<file path="src/rtl/fsm_cmd_issuer_pkg.sv">
// Shared encodings for the 3-state control FSM and the command issuer that drives it.
// The issuer state type and command helpers live here so the FIFO and top agree on widths.
package fsm_pkg;

  localparam int unsigned CmdW = 2;

  // FSM `state` encodings, shared with the FSM itself; 2'b11 is never legal.
  localparam logic [1:0] FSM_IDLE    = 2'b00;
  localparam logic [1:0] FSM_S1      = 2'b01;
  localparam logic [1:0] FSM_S2      = 2'b10;
  localparam logic [1:0] FSM_ILLEGAL = 2'b11;

  localparam logic [CmdW-1:0] CmdNop = 2'b00;

  typedef enum logic [1:0] {
    StIdle     = 2'b00,
    StIssue    = 2'b01,
    StWaitDone = 2'b10
  } issuer_state_e;

  function automatic logic is_nop(input logic [CmdW-1:0] cmd);
    return cmd == CmdNop;
  endfunction

endpackage

</file>
<file path="src/rtl/fsm_cmd_issuer_if.sv">
// Command handshake plus the FSM in/state link, bundled as one bus.
// slave is the issuer's view; master is the host/FSM side (used by the bench).
interface fsm_cmd_issuer_if;
  import fsm_pkg::*;

  logic            cmd_valid;
  logic [CmdW-1:0] cmd_data;
  logic            cmd_ready;
  logic [1:0]      fsm_state;
  logic [CmdW-1:0] fsm_in;

  modport slave (
    input  cmd_valid,
    input  cmd_data,
    input  fsm_state,
    output cmd_ready,
    output fsm_in
  );

  modport master (
    output cmd_valid,
    output cmd_data,
    output fsm_state,
    input  cmd_ready,
    input  fsm_in
  );

endinterface

</file>
<file path="src/rtl/fsm_cmd_issuer_cmd_fifo.sv">
// Synchronous command FIFO; pointers wrap modulo DEPTH, occupancy kept in a separate counter.
// Push at full and pop at empty are ignored.
module cmd_fifo
  import fsm_pkg::*;
#(
  parameter int unsigned DEPTH = 4,
  localparam int unsigned PtrW = $clog2(DEPTH),
  localparam int unsigned LvlW = PtrW + 1
) (
  input  logic            clk,
  input  logic            reset,
  input  logic            push,
  input  logic [CmdW-1:0] wdata,
  input  logic            pop,
  output logic [CmdW-1:0] rdata,
  output logic            full,
  output logic            empty,
  output logic [LvlW-1:0] level
);

  logic [CmdW-1:0] mem_q [DEPTH];
  logic [PtrW-1:0] wptr_q, wptr_d;
  logic [PtrW-1:0] rptr_q, rptr_d;
  logic [LvlW-1:0] level_q, level_d;
  logic            push_ok, pop_ok;

  assign full    = (level_q == LvlW'(DEPTH));
  assign empty   = (level_q == '0);
  assign push_ok = push && !full;
  assign pop_ok  = pop && !empty;
  assign rdata   = mem_q[rptr_q];
  assign level   = level_q;

  always_comb begin
    wptr_d  = wptr_q;
    rptr_d  = rptr_q;
    level_d = level_q;
    if (push_ok) wptr_d = wptr_q + 1'b1;
    if (pop_ok)  rptr_d = rptr_q + 1'b1;
    case ({push_ok, pop_ok})
      2'b10:   level_d = level_q + 1'b1;
      2'b01:   level_d = level_q - 1'b1;
      default: level_d = level_q;
    endcase
  end

  always_ff @(posedge clk or posedge reset) begin
    if (reset) begin
      wptr_q  <= '0;
      rptr_q  <= '0;
      level_q <= '0;
    end else begin
      wptr_q  <= wptr_d;
      rptr_q  <= rptr_d;
      level_q <= level_d;
    end
  end

  // Storage needs no reset: entries are only read behind a valid level.
  always_ff @(posedge clk) begin
    if (push_ok) mem_q[wptr_q] <= wdata;
  end

endmodule

</file>
<file path="src/rtl/fsm_cmd_issuer.sv">
// Command issuer: buffers 2-bit triggers and drives the control FSM one command at a time.
// Optional FSM_ISSUER_ILLEGAL_CHK_EN flags/aborts on an illegal 2'b11 FSM state.
module fsm_cmd_issuer
  import fsm_pkg::*;
#(
  parameter int unsigned DEPTH   = 4,
  parameter int unsigned TIMEOUT = 8,
  localparam int unsigned LvlW   = $clog2(DEPTH) + 1,
  localparam int unsigned TimerW = $clog2(TIMEOUT + 1)
) (
  input  logic                 clk,
  input  logic                 reset,
  fsm_cmd_issuer_if.slave      bus,
  output logic                 busy,
  output logic                 done,
  output logic [LvlW-1:0]      level,
  input  logic                 err_clr,
  output logic                 timeout_err,
  output logic                 illegal_err
);

  issuer_state_e   state_q, state_d;
  logic [CmdW-1:0] fsm_in_q, fsm_in_d;
  logic [TimerW-1:0] timer_q, timer_d;
  logic            done_q, done_d;
  logic            busy_q, busy_d;
  logic            noop_q, noop_d;
  logic            timeout_err_q, timeout_err_d;
  logic            illegal_seen;
  logic            timer_expired;

  logic            push, pop;
  logic            fifo_full, fifo_empty;
  logic [CmdW-1:0] head;

  assign push          = bus.cmd_valid && bus.cmd_ready;
  assign pop           = (state_q == StIdle) && !fifo_empty && (bus.fsm_state == FSM_IDLE);
  assign timer_expired = (timer_q == TimerW'(TIMEOUT - 1));

  cmd_fifo #(
    .DEPTH (DEPTH)
  ) u_cmd_fifo (
    .clk   (clk),
    .reset (reset),
    .push  (push),
    .wdata (bus.cmd_data),
    .pop   (pop),
    .rdata (head),
    .full  (fifo_full),
    .empty (fifo_empty),
    .level (level)
  );

`ifdef FSM_ISSUER_ILLEGAL_CHK_EN
  logic illegal_err_q, illegal_err_d;
  assign illegal_seen = (bus.fsm_state == FSM_ILLEGAL);
  assign illegal_err  = illegal_err_q;
`else
  assign illegal_seen = 1'b0;
  assign illegal_err  = 1'b0;
`endif

  always_comb begin
    state_d       = state_q;
    fsm_in_d      = fsm_in_q;
    timer_d       = timer_q;
    done_d        = noop_q;  // a popped no-op retires on the following cycle
    noop_d        = 1'b0;
    busy_d        = (state_q != StIdle) || !fifo_empty;
    timeout_err_d = err_clr ? 1'b0 : timeout_err_q;

    unique case (state_q)
      StIdle: begin
        if (pop) begin
          if (is_nop(head)) begin
            noop_d = 1'b1;
          end else begin
            state_d  = StIssue;
            fsm_in_d = head;
            timer_d  = '0;
          end
        end
      end
      StIssue: begin
        if (illegal_seen) begin
          state_d  = StIdle;
          fsm_in_d = CmdNop;
        end else if (bus.fsm_state == FSM_S1) begin
          // Drop the trigger on the very edge S1 is seen so the FSM cannot re-fire.
          state_d  = StWaitDone;
          fsm_in_d = CmdNop;
          timer_d  = '0;
        end else if (timer_expired) begin
          state_d       = StIdle;
          fsm_in_d      = CmdNop;
          timeout_err_d = 1'b1;
        end else begin
          timer_d = timer_q + 1'b1;
        end
      end
      StWaitDone: begin
        if (illegal_seen) begin
          state_d  = StIdle;
          fsm_in_d = CmdNop;
        end else if (bus.fsm_state == FSM_IDLE) begin
          state_d = StIdle;
          done_d  = 1'b1;
        end else if (timer_expired) begin
          state_d       = StIdle;
          fsm_in_d      = CmdNop;
          timeout_err_d = 1'b1;
        end else begin
          timer_d = timer_q + 1'b1;
        end
      end
      default: begin
        state_d  = StIdle;
        fsm_in_d = CmdNop;
      end
    endcase
  end

`ifdef FSM_ISSUER_ILLEGAL_CHK_EN
  always_comb begin
    illegal_err_d = err_clr ? 1'b0 : illegal_err_q;
    if (illegal_seen) illegal_err_d = 1'b1;
  end
`endif

  always_ff @(posedge clk or posedge reset) begin
    if (reset) begin
      state_q       <= StIdle;
      fsm_in_q      <= CmdNop;
      timer_q       <= '0;
      done_q        <= 1'b0;
      busy_q        <= 1'b0;
      noop_q        <= 1'b0;
      timeout_err_q <= 1'b0;
`ifdef FSM_ISSUER_ILLEGAL_CHK_EN
      illegal_err_q <= 1'b0;
`endif
    end else begin
      state_q       <= state_d;
      fsm_in_q      <= fsm_in_d;
      timer_q       <= timer_d;
      done_q        <= done_d;
      busy_q        <= busy_d;
      noop_q        <= noop_d;
      timeout_err_q <= timeout_err_d;
`ifdef FSM_ISSUER_ILLEGAL_CHK_EN
      illegal_err_q <= illegal_err_d;
`endif
    end
  end

  assign bus.cmd_ready = !fifo_full;
  assign bus.fsm_in    = fsm_in_q;
  assign busy          = busy_q;
  assign done          = done_q;
  assign timeout_err   = timeout_err_q;

endmodule

</file>
<file path="src/flat_wrapper.sv">
// flat-port wrapper written by rule: the top's interface ports become plain ports
module fsm_cmd_issuer_flat import fsm_pkg::*;
#(
  parameter int unsigned DEPTH   = 4,
  parameter int unsigned TIMEOUT = 8,
  localparam int unsigned LvlW   = $clog2(DEPTH) + 1,
  localparam int unsigned TimerW = $clog2(TIMEOUT + 1)
)
  (clk, reset, busy, done, level, err_clr, timeout_err, illegal_err, bus_cmd_valid, bus_cmd_data, bus_fsm_state, bus_cmd_ready, bus_fsm_in);
  fsm_cmd_issuer_if bus_i ();
  input  logic clk;
  input  logic reset;
  output logic busy;
  output logic done;
  output logic [LvlW-1:0] level;
  input  logic err_clr;
  output logic timeout_err;
  output logic illegal_err;
  input wire logic [$bits(bus_i.cmd_valid)-1:0] bus_cmd_valid;
  input wire logic [$bits(bus_i.cmd_data)-1:0] bus_cmd_data;
  input wire logic [$bits(bus_i.fsm_state)-1:0] bus_fsm_state;
  output wire logic [$bits(bus_i.cmd_ready)-1:0] bus_cmd_ready;
  output wire logic [$bits(bus_i.fsm_in)-1:0] bus_fsm_in;
  assign bus_i.cmd_valid = bus_cmd_valid;
  assign bus_i.cmd_data = bus_cmd_data;
  assign bus_i.fsm_state = bus_fsm_state;
  assign bus_cmd_ready = bus_i.cmd_ready;
  assign bus_fsm_in = bus_i.fsm_in;
  fsm_cmd_issuer #(.DEPTH(DEPTH), .TIMEOUT(TIMEOUT)) u_core (.clk(clk), .reset(reset), .bus(bus_i), .busy(busy), .done(done), .level(level), .err_clr(err_clr), .timeout_err(timeout_err), .illegal_err(illegal_err));
endmodule
</file>
<file path="config.mk">
export PLATFORM = sky130hd
export DESIGN_NAME = fsm_cmd_issuer_flat
export DESIGN_NICKNAME = d
export VERILOG_FILES = /design/src/rtl/fsm_cmd_issuer_pkg.sv /design/src/rtl/fsm_cmd_issuer_if.sv /design/src/rtl/fsm_cmd_issuer_cmd_fifo.sv /design/src/rtl/fsm_cmd_issuer.sv /design/src/flat_wrapper.sv
export SDC_FILE = /design/constraint.sdc
export NUM_CORES = 1
export LEC_CHECK = 0
export CAP_MARGIN = 20
export CORE_ASPECT_RATIO = 0.8
export CORE_MARGIN = 2
export CORE_UTILIZATION = 49
export DETAILED_ROUTE_END_ITERATION = 10
export PLACE_DENSITY = 0.74
export SYNTH_ARGS = -nofsm -noshare
export SYNTH_HDL_FRONTEND = slang
export SYNTH_SLANG_ARGS = --single-unit
</file>
<file path="constraint.sdc">
create_clock -name clk -period 2.3 [get_ports clk]
set_input_delay 0.345 -clock clk [delete_from_list [all_inputs] [get_ports clk]]
set_output_delay 0.345 -clock clk [all_outputs]
set_load 0.005 [all_outputs]
</file>
==> flow_metrics.tcl, run 1 <==
set metrics [dict create \
    combPwrFrac_pct 47.9 \
    worstPathMaxFanout 5 \
    ctsResizeCount 0 \
    fillCellCount 226 \
    max-clock-path-buffers 2 \
    power_density_mw_per_mm2 1170 \
    synth_cell_types 46 \
    synth.top_cell.area_share_pct 32.6 \
    dieArea_mm2 0.00343 \
    antenna_found_initial 0 \
    setup_violations 0 \
    final_core_util_pct 62.5 \
    sequentialPowerShare_pct 38.2 \
    grt_max_degree 20 \
    wl_per_cell_um 14.3 \
    path_cells "or3_1 -> nand2_1 -> inv_1 -> ha_1 -> fa_1 -> xnor2_1 -> nor2_1 -> xor2_1" \
    drtAntennaViolNets 0 \
    drcViolationCount 0 \
    crit_family "simple AND/OR/NAND/NOR gates" \
    clock-root-buffer "clkbuf_8" \
    routed-via-count 1008 \
    grt_pass1_vias 1007 \
    slew_headroom_pct 52.8 \
    layout_min_cycle_time_ps 2180 \
    path_buf_inv 1 \
    die-width_um 65.0 \
    vdd_drop_max_mv 0.646 \
    clkLatencyLatePin_ps 280 \
    p_int_w 0.00128 \
    worstPathArrival_ps 2380 \
    async_reset_ff_share_pct 70.4 \
    syn2layout_area_growth_pct 19.5 \
    yosysSeqAreaShare_pct 49.1 \
    instances_no_fill 185 \
    placed_cells 181 \
    worst_pin_slew_ps 707 \
    grt_pass1_wl_um 4570 \
    start_kind "flop" \
    dieHeight_um 52.8 \
    synth-warning-count 0 \
    finalClockSkew_ps 5.07 \
    p_sw_w 0.000750 \
    synthCells 124 \
    htree_levels 1 \
    synth_edf_count 8 \
    synth_ff_type "dfrtp_1" \
    syn-cell-area_mm2 0.00146 \
    critPathKind "flop to flop" \
    end_kind "flop" \
    numCtsBuffers 3 \
    drive_above_1_share_pct 12.9 \
    path_clk_slew_ps 100 \
    critPathMaxStageDelay_ps 470 \
    gr-total-overflow 0 \
    synth.area.top_cells "dfrtp_1, edfxtp_1, ha_1, mux4_2, xnor2_1" \
    p_sw_share_pct 36.9 \
    track_usage_pct 18.1 \
    hold_violations 0 \
    drt_first_pass_iters 4 \
    hold_buffers 0 \
    num_io_pins 18 \
    drv_cap 0 \
    place_area_mm2 0.00169 \
    avgSynthCellArea_um2 11.8 \
    status "finished, final reports clean" \
    core-area_mm2 0.00279 \
    max_freq_ghz 0.458 \
    diodes 0 \
    period_share_pct 94.9 \
    hold_path.class "flop to flop" \
    drt-total-wl_um 2650 \
    final_cell_mix "dfrtp_1, clkdlybuf4s50_1, inv_1, ha_1" \
    critPathSlowestCell "or3_1" \
    drt_iter0_drc 50 \
    clock_power_share_pct 14.0 \
    port_buffers 16 \
    cts_tree "built" \
    finalMaxSlewViolations 0 \
    globalplace.congestion 0.819 \
    dp_hpwl_um 2070 \
    layout_commonest_cell "dfrtp_1" \
    initial_utilization_pct 52.3 \
    fin_area_mm2 0.00174 \
    final.setup.tns_ps 0 \
    vias_per_cell 5.45 \
    yosys.area.top_type "dfrtp_1" \
    clkSinkCount 27 \
    cts_setup_buffers 0 \
    syn-num-nets 143 \
    p_leak_nw 0.734 \
    rows 17 \
    required_ps 2500 \
    rsz0062_at_grt "no" \
    synth-seq-cells 27 \
    fin_nets 167 \
]
==> path summary, 6_finish.rpt <==
check	cells past startpoint	slack (ps)	start	to
worst max-delay path	8	120	u_core.u_cmd_fifo.level[2]	u_core.u_cmd_fifo.level[2]
worst min-delay path	1	440	u_core.noop_q	u_core.done
worst max register to register	8	120	u_core.u_cmd_fifo.level[2]	u_core.u_cmd_fifo.level[2]
worst min register to register	1	440	u_core.noop_q	u_core.done
max in group asynchronous	2	1380	reset	u_core.bus.fsm_in[0]
min in group asynchronous	2	470	reset	u_core.u_cmd_fifo.level[0]
==> flip-flops by register name, indices dropped and copies added, names as in the netlist <==
signal,cells
u_core.state_q,2
u_core.timer_q,4
u_core.u_cmd_fifo.rptr_q,2
u_core.bus.fsm_in,2
u_core.u_cmd_fifo.level,3
u_core.done,1
u_core.timeout_err,1
u_core.u_cmd_fifo.wptr_q,2
u_core.u_cmd_fifo.mem_q,8
u_core.busy,1
u_core.noop_q,1
==> stage by stage <==
step / worst slack (ps) / hold WS (ps) / power [W]
final: 118 / 444 / 0.00203
after global routing: 22.0 / 457 / 0.00220
after CTS: 107 / 445 / 0.00205
after detailed placement: 12.8 / 423 / 0.00176
after global placement: 54.4 / 430 / 0.00171
after floorplan: 120 / 296 / 0.00143
==> per-layer routing <==
metal / up-vias / GRT usage [%] / routed length, um
met5: - / 0 / 0
met4: 0 / 5.32 / 21
met3: 3 / 4.95 / 103
met2: 16 / 31.1 / 1290
met1: 496 / 22.6 / 1240
li1: 493 / - / -
==> cell type report <==
class / count / area, um2 / share of cell area (%)
sequential: 27 / 716 / 41.1
multi-input combinational: 85 / 693 / 39.8
timing repair buffer: 21 / 198 / 11.4
tap: 38 / 47.5 / 2.73
clock buffer: 3 / 41.3 / 2.37
inverter: 10 / 37.5 / 2.16
clock inverter: 1 / 8.76 / 0.503
==> power by group through the flow <==
stage          Combinational (W)  Sequential, W  Clock [W]
6_report                0.000972       0.000776   0.000283
5_1_grt                  0.00109       0.000803   0.000309
4_1_cts                 0.000983       0.000779   0.000291
3_5_place_dp            0.000973       0.000787          0
3_3_place_gp            0.000942       0.000773          0
2_1_floorplan           0.000672       0.000758          0
==> cell families after synthesis <==
kind of cell    share of synthesized area, %
fa+ha+maj                               9.96
compound gates                          13.2
simple gates                            15.9
flops                                   49.1
other cells                            0.257
buf+inv                                 3.35
xor+xnor                                3.61
mux                                     4.63
==> synth_stat cells, types with 3 or more instances <==
library cell / n
and3_1: 4
dfrtp_1: 19
edfxtp_1: 8
ha_1: 10
inv_1: 10
nand2_1: 8
nand2b_1: 4
nand3b_1: 3
nor2_1: 5
o21ai_0: 4
xnor2_1: 5
Power figures use the tool's default switching activity.
==> run 2, diff against run 1 <==
--- a/config.mk
+++ b/config.mk
@@ -6,7 +6,7 @@
 export NUM_CORES = 1
 export LEC_CHECK = 0
 export CAP_MARGIN = 20
-export CORE_ASPECT_RATIO = 0.8
+export CORE_ASPECT_RATIO = 0.5
 export CORE_MARGIN = 2
 export CORE_UTILIZATION = 49
 export DETAILED_ROUTE_END_ITERATION = 10
==> run 2 against run 1 <==
Register-to-register slack gained 30 ps; critical path depth did not move; sequential power decreased by 2%; combinational power up 7%; largest power group unchanged; power rose by 2.0%; cell count rose by 1.6%; hold slack improved by 2.0 ps; highest routed layer unchanged; via count up 3.6%; flip-flop and latch count unchanged.
==> flow_metrics.tcl, run 2 (synthesized netlist as in run 1, its figures left out) <==
set metrics [dict create \
    cts_tree "built" \
    grt_max_degree 20 \
    clock-root-buffer "clkbuf_8" \
    drt_first_pass_iters 4 \
    track_usage_pct 17.2 \
    crit_family "adder cells" \
    max-clock-path-buffers 2 \
    critPathKind "flop to flop" \
    clkLatencyLatePin_ps 270 \
    slew_headroom_pct 49.0 \
    clkSinkCount 27 \
    port_buffers 16 \
    drcViolationCount 0 \
    vias_per_cell 5.55 \
    antenna_found_initial 0 \
    hold_buffers 0 \
    path_buf_inv 2 \
    numCtsBuffers 3 \
    final_cell_mix "dfrtp_1, clkdlybuf4s50_1, inv_1, ha_1, buf_4" \
    drt_iter0_drc 41 \
    hold_path.class "flop to flop" \
    core-area_mm2 0.00272 \
    dp_hpwl_um 1910 \
    fin_nets 171 \
    htree_levels 1 \
    syn2layout_area_growth_pct 21.4 \
    num_io_pins 18 \
    path_clk_slew_ps 90 \
    top_register "u_core.u_cmd_fifo.mem_q" \
    p_total_w 0.00207 \
    fillCellCount 204 \
    die-width_um 81.1 \
    path_cells "inv_2 -> ha_2 -> nor3b_4 -> nand2_1 -> inv_1 -> ha_1 -> fa_1 -> mux2_2" \
    end_kind "flop" \
    gr-total-overflow 0 \
    required_ps 2470 \
    rsz0062_at_grt "no" \
    power_density_mw_per_mm2 1170 \
    drt-total-wl_um 2630 \
    critPathMaxStageDelay_ps 420 \
    setup_violations 0 \
    dieArea_mm2 0.00345 \
    drv_cap 0 \
    dieHeight_um 42.6 \
    globalplace.congestion 0.852 \
    grt_pass1_wl_um 4450 \
    place_area_mm2 0.00171 \
    drive_above_1_share_pct 16.6 \
    critPathSlowestCell "dfrtp_1" \
    hold_violations 0 \
    initial_utilization_pct 53.7 \
    hold_slack_ps 446 \
    largest_reg_flops 8 \
    routed-via-count 1044 \
    period_share_pct 93.6 \
    finalMaxSlewViolations 0 \
    max_freq_ghz 0.464 \
    wl_per_cell_um 14.0 \
    finalClockSkew_ps 4.49 \
    worst_pin_slew_ps 764 \
    layout_min_cycle_time_ps 2150 \
    p_leak_nw 0.752 \
    final.setup.tns_ps 0 \
    layout_commonest_cell "dfrtp_1" \
    rows 13 \
    grt_pass1_vias 1001 \
    start_kind "flop" \
    status "finished, final reports clean" \
    fin_area_mm2 0.00177 \
    worstPathMaxFanout 3 \
    diodes 0 \
    worstPathArrival_ps 2320 \
    drtAntennaViolNets 0 \
    vdd_drop_max_mv 0.613 \
]
run 2: cell types whose count changed in the layout (fill, tap and decap cells not counted), sizes merged:
cell and change:
buf +4, clkinv +1, inv -1
run 2: area by class of cell:
class | count | area (um2) | share of cell area, %
multi-input combinational | 85 | 696 | 39.3
timing repair buffer | 25 | 228 | 12.9
inverter | 10 | 37.5 | 2.12
tap | 37 | 46.3 | 2.62
sequential | 27 | 716 | 40.5
clock buffer | 3 | 41.3 | 2.33
clock inverter | 1 | 5.00 | 0.283
run 2: worst reg2reg max path: stages, from the launching register on:
cell,delay [ps]
dfrtp_1,420
inv_2,90
ha_2,190
nor3b_4,270
nand2_1,110
inv_1,90
ha_1,180
fa_1,420
mux2_2,270
run 2: what timing repair did:
action,in CTS,in global routing
setup buffers,0,1
endpoints found under the hold margin,0,0
setup endpoints to repair,0,1
resized for setup,0,2
run 2: worst paths after layout:
path | startpoint | end | slack, ps | cells after the start
max | u_core.state_q[1] | u_core.u_cmd_fifo.level[1] | 150 | 8
min | u_core.noop_q | u_core.done | 450 | 1
max reg2reg | u_core.state_q[1] | u_core.u_cmd_fifo.level[1] | 150 | 8
min reg2reg | u_core.noop_q | u_core.done | 450 | 1
max in group asynchronous | reset | u_core.noop_q | 1330 | 2
min in group asynchronous | reset | u_core.u_cmd_fifo.wptr_q[0] | 500 | 2
run 2: metrics by stage:
| step | worst slack, ps | instances | utilization (%) |
|---|---|---|---|
| floorplan | 120 | 124 | - |
| global placement | 56.8 | 183 | 63.1 |
| global route | 42.5 | 188 | 65.1 |
| finish | 147 | 188 | 65.1 |
| detailed placement | 7.32 | 183 | 63.1 |
| CTS | 115 | 187 | 64.8 |
run 2: routing by layer:
layer | global-route usage, % | vias up | routed length (um)
li1 | - | 502 | -
met1 | 22.6 | 516 | 1240
met2 | 26.9 | 20 | 1250
met3 | 4.53 | 6 | 99
met4 | 7.12 | 0 | 37
met5 | 0 | - | 0
run 2: power by group:
| group | total [W] | switching (W) | internal [W] |
|---|---|---|---|
| Combinational | 0.00104 | 0.000494 | 0.000548 |
| Sequential | 0.000760 | 0.000116 | 0.000643 |
| Clock | 0.000271 | 0.000149 | 0.000122 |
==> run 3, diff against run 2 <==
--- a/config.mk
+++ b/config.mk
@@ -8,9 +8,9 @@
 export CAP_MARGIN = 20
 export CORE_ASPECT_RATIO = 0.5
 export CORE_MARGIN = 2
-export CORE_UTILIZATION = 49
+export CORE_UTILIZATION = 54
 export DETAILED_ROUTE_END_ITERATION = 10
-export PLACE_DENSITY = 0.74
+export PLACE_DENSITY = 0.77
 export SYNTH_ARGS = -nofsm -noshare
 export SYNTH_HDL_FRONTEND = slang
 export SYNTH_SLANG_ARGS = --single-unit
==> constraint.sdc (replaced) <==
create_clock -name clk -period 2.07 [get_ports clk]
set_input_delay 0.3105 -clock clk [delete_from_list [all_inputs] [get_ports clk]]
set_output_delay 0.3105 -clock clk [all_outputs]
set_load 0.005 [all_outputs]
==> run 3 against run 2 <==
Sequential power rose by 11%; hold slack worse by 200 ps; flip-flop and latch count is the same; wire length increased by 3.3%; global-route usage rose by 1.9 points; first-iteration DRC count grew 7.3%; setup slack got worse by 72 ps; register-to-register slack got worse by 70 ps; die area down 8.6%; sequential share of layout area shrank 1.9 points; maximum frequency up 7.9%; cell count up 3.2%; largest power group unchanged.
==> flow_metrics.tcl, run 3 (synthesized netlist as in run 1, its figures left out) <==
set metrics [dict create \
    status "finished, final reports clean" \
    worstPathMaxFanout 4 \
    die-width_um 77.5 \
    p_sw_w 0.000885 \
    cts_tree "built" \
    fin_nets 177 \
    p_total_w 0.00244 \
    r2r-end "u_core.u_cmd_fifo.level[1]" \
    start_kind "flop" \
    p_sw_share_pct 36.3 \
    grt.met2_usage_pct 35.0 \
    track_usage_pct 19.1 \
    setup_violations 0 \
    antenna_found_initial 0 \
    met3_usage_pct 5.51 \
    place_area_mm2 0.00177 \
    final_cell_mix "dfrtp_1, clkdlybuf4s50_1, buf_4" \
    layout_commonest_cell "dfrtp_1" \
    critPathMaxStageDelay_ps 440 \
    globalplace.congestion 0.772 \
    path_clk_slew_ps 100 \
    htree_levels 1 \
    rows 13 \
    path_cells "inv_2 -> ha_4 -> nor3b_4 -> nand2_2 -> inv_2 -> ha_4 -> fa_2 -> mux2_2" \
    clkSinkCount 27 \
    combPwrFrac_pct 53.0 \
    initial_utilization_pct 56.4 \
    end_kind "flop" \
    max_freq_ghz 0.501 \
    gr-max-usage-layer "met2" \
    sequentialPowerShare_pct 34.6 \
    wl_per_cell_um 14.0 \
    critPathSlowestCell "dfrtp_1" \
    dieHeight_um 40.7 \
    hold_violations 0 \
    numCtsBuffers 3 \
    grt_pass1_vias 979 \
    clock-root-buffer "clkbuf_8" \
    drt_first_pass_iters 4 \
    clkLatencyLatePin_ps 270 \
    finalMaxSlewViolations 0 \
    finalClockSkew_ps 6.04 \
    vias_per_cell 5.29 \
    gr-total-overflow 0 \
    layout_min_cycle_time_ps 1990 \
    critPathKind "flop to flop" \
    period_share_pct 96.4 \
    worstPathArrival_ps 2160 \
    largest_reg_flops 8 \
    clock_power_share_pct 12.4 \
    num_io_pins 18 \
    r2r_start "u_core.state_q[0]" \
    drtAntennaViolNets 0 \
    port_buffers 16 \
    worst-r2r-setup-slack_ps 80 \
    drv_cap 0 \
    drive_above_1_share_pct 26.8 \
    dieArea_mm2 0.00316 \
    drcViolationCount 0 \
    hold_slack_ps 246 \
    grt_use_met1_pct 23.7 \
    p_int_w 0.00155 \
    max-clock-path-buffers 2 \
    drt-total-wl_um 2720 \
    power_density_mw_per_mm2 1310 \
    vdd_drop_max_mv 0.721 \
    top_register "u_core.u_cmd_fifo.mem_q" \
    dp_hpwl_um 1980 \
    routed-via-count 1026 \
    syn2layout_area_growth_pct 27.7 \
    fin_area_mm2 0.00186 \
    p_leak_nw 0.781 \
    final_core_util_pct 72.0 \
    drt_iter0_drc 44 \
    hold_path.class "input pin to asynchronous set/reset pin" \
    required_ps 2240 \
    grt_pass1_wl_um 4400 \
    diodes 0 \
    reg2regPathDepth 8 \
    grt_max_degree 16 \
    core-area_mm2 0.00259 \
]
==> run 3: area by class of cell <==
| cell class | instances | area [um2] |
|---|---|---|
| timing repair buffer | 31 | 273 |
| clock inverter | 1 | 5.00 |
| multi-input combinational | 85 | 742 |
| tap | 37 | 46.3 |
| fill | 189 | 724 |
| sequential | 27 | 717 |
| inverter | 10 | 37.5 |
| clock buffer | 3 | 41.3 |
==> run 3: how the worst max path moves through the flow <==
stage	start	to	slack (ps)	cells past startpoint
5_1_grt	u_core.state_q[1]	u_core.u_cmd_fifo.level[1]	-10	8
3_5_place_dp	bus_fsm_state[0]	u_core.u_cmd_fifo.level[1]	-100	7
6_report	u_core.state_q[0]	u_core.u_cmd_fifo.level[1]	80	8
2_1_floorplan	u_core.state_q[1]	u_core.u_cmd_fifo.level[1]	-2	8
3_3_place_gp	bus_fsm_state[0]	u_core.u_cmd_fifo.level[1]	-40	7
4_1_cts	u_core.state_q[1]	u_core.u_cmd_fifo.level[1]	9	8
==> run 3: critical path: cells and delay by family (launching register included) <==
kind                     cells  cell delay, ps
AND/OR/NAND/NOR              2             290
multiplexers                 1             270
buffers and inverters        2             190
adder cells (fa/ha/maj)      3             700
flip-flops                   1             440
==> run 3: metrics by stage <==
| step | std cells | setup slack (ps) | setup TNS, ps |
|---|---|---|---|
| after CTS | 192 | 8.90 | 0 |
| after detailed placement | 188 | -98.9 | -227 |
| after floorplan | 124 | -2.30 | -2.30 |
| after global placement | 188 | -35.4 | -62.4 |
| final | 194 | 75.3 | 0 |
| after global routing | 194 | -12.2 | -12.2 |
==> run 3: per-layer routing <==
| metal | part of all wire, % | wire [um] |
|---|---|---|
| met1 | 49 | 1340 |
| met2 | 46 | 1260 |
| met3 | 3.6 | 99 |
| met4 | 0.77 | 21 |
| met5 | 0 | 0 |
==> run 3: repair_timing <==
action	in CTS	in global routing
setup buffers	0	2
setup endpoints to repair	0	6
gates resized for setup	0	10
hold buffers	0	0
==> run 3: power groups by stage <==
stage | registers, W | logic (W) | clock network [W]
3_3_place_gp | 0.000845 | 0.00118 | 0
2_1_floorplan | 0.000846 | 0.000793 | 0
3_5_place_dp | 0.000850 | 0.00121 | 0
5_1_grt | 0.000869 | 0.00142 | 0.000330
4_1_cts | 0.000841 | 0.00122 | 0.000311
6_report | 0.000844 | 0.00129 | 0.000301
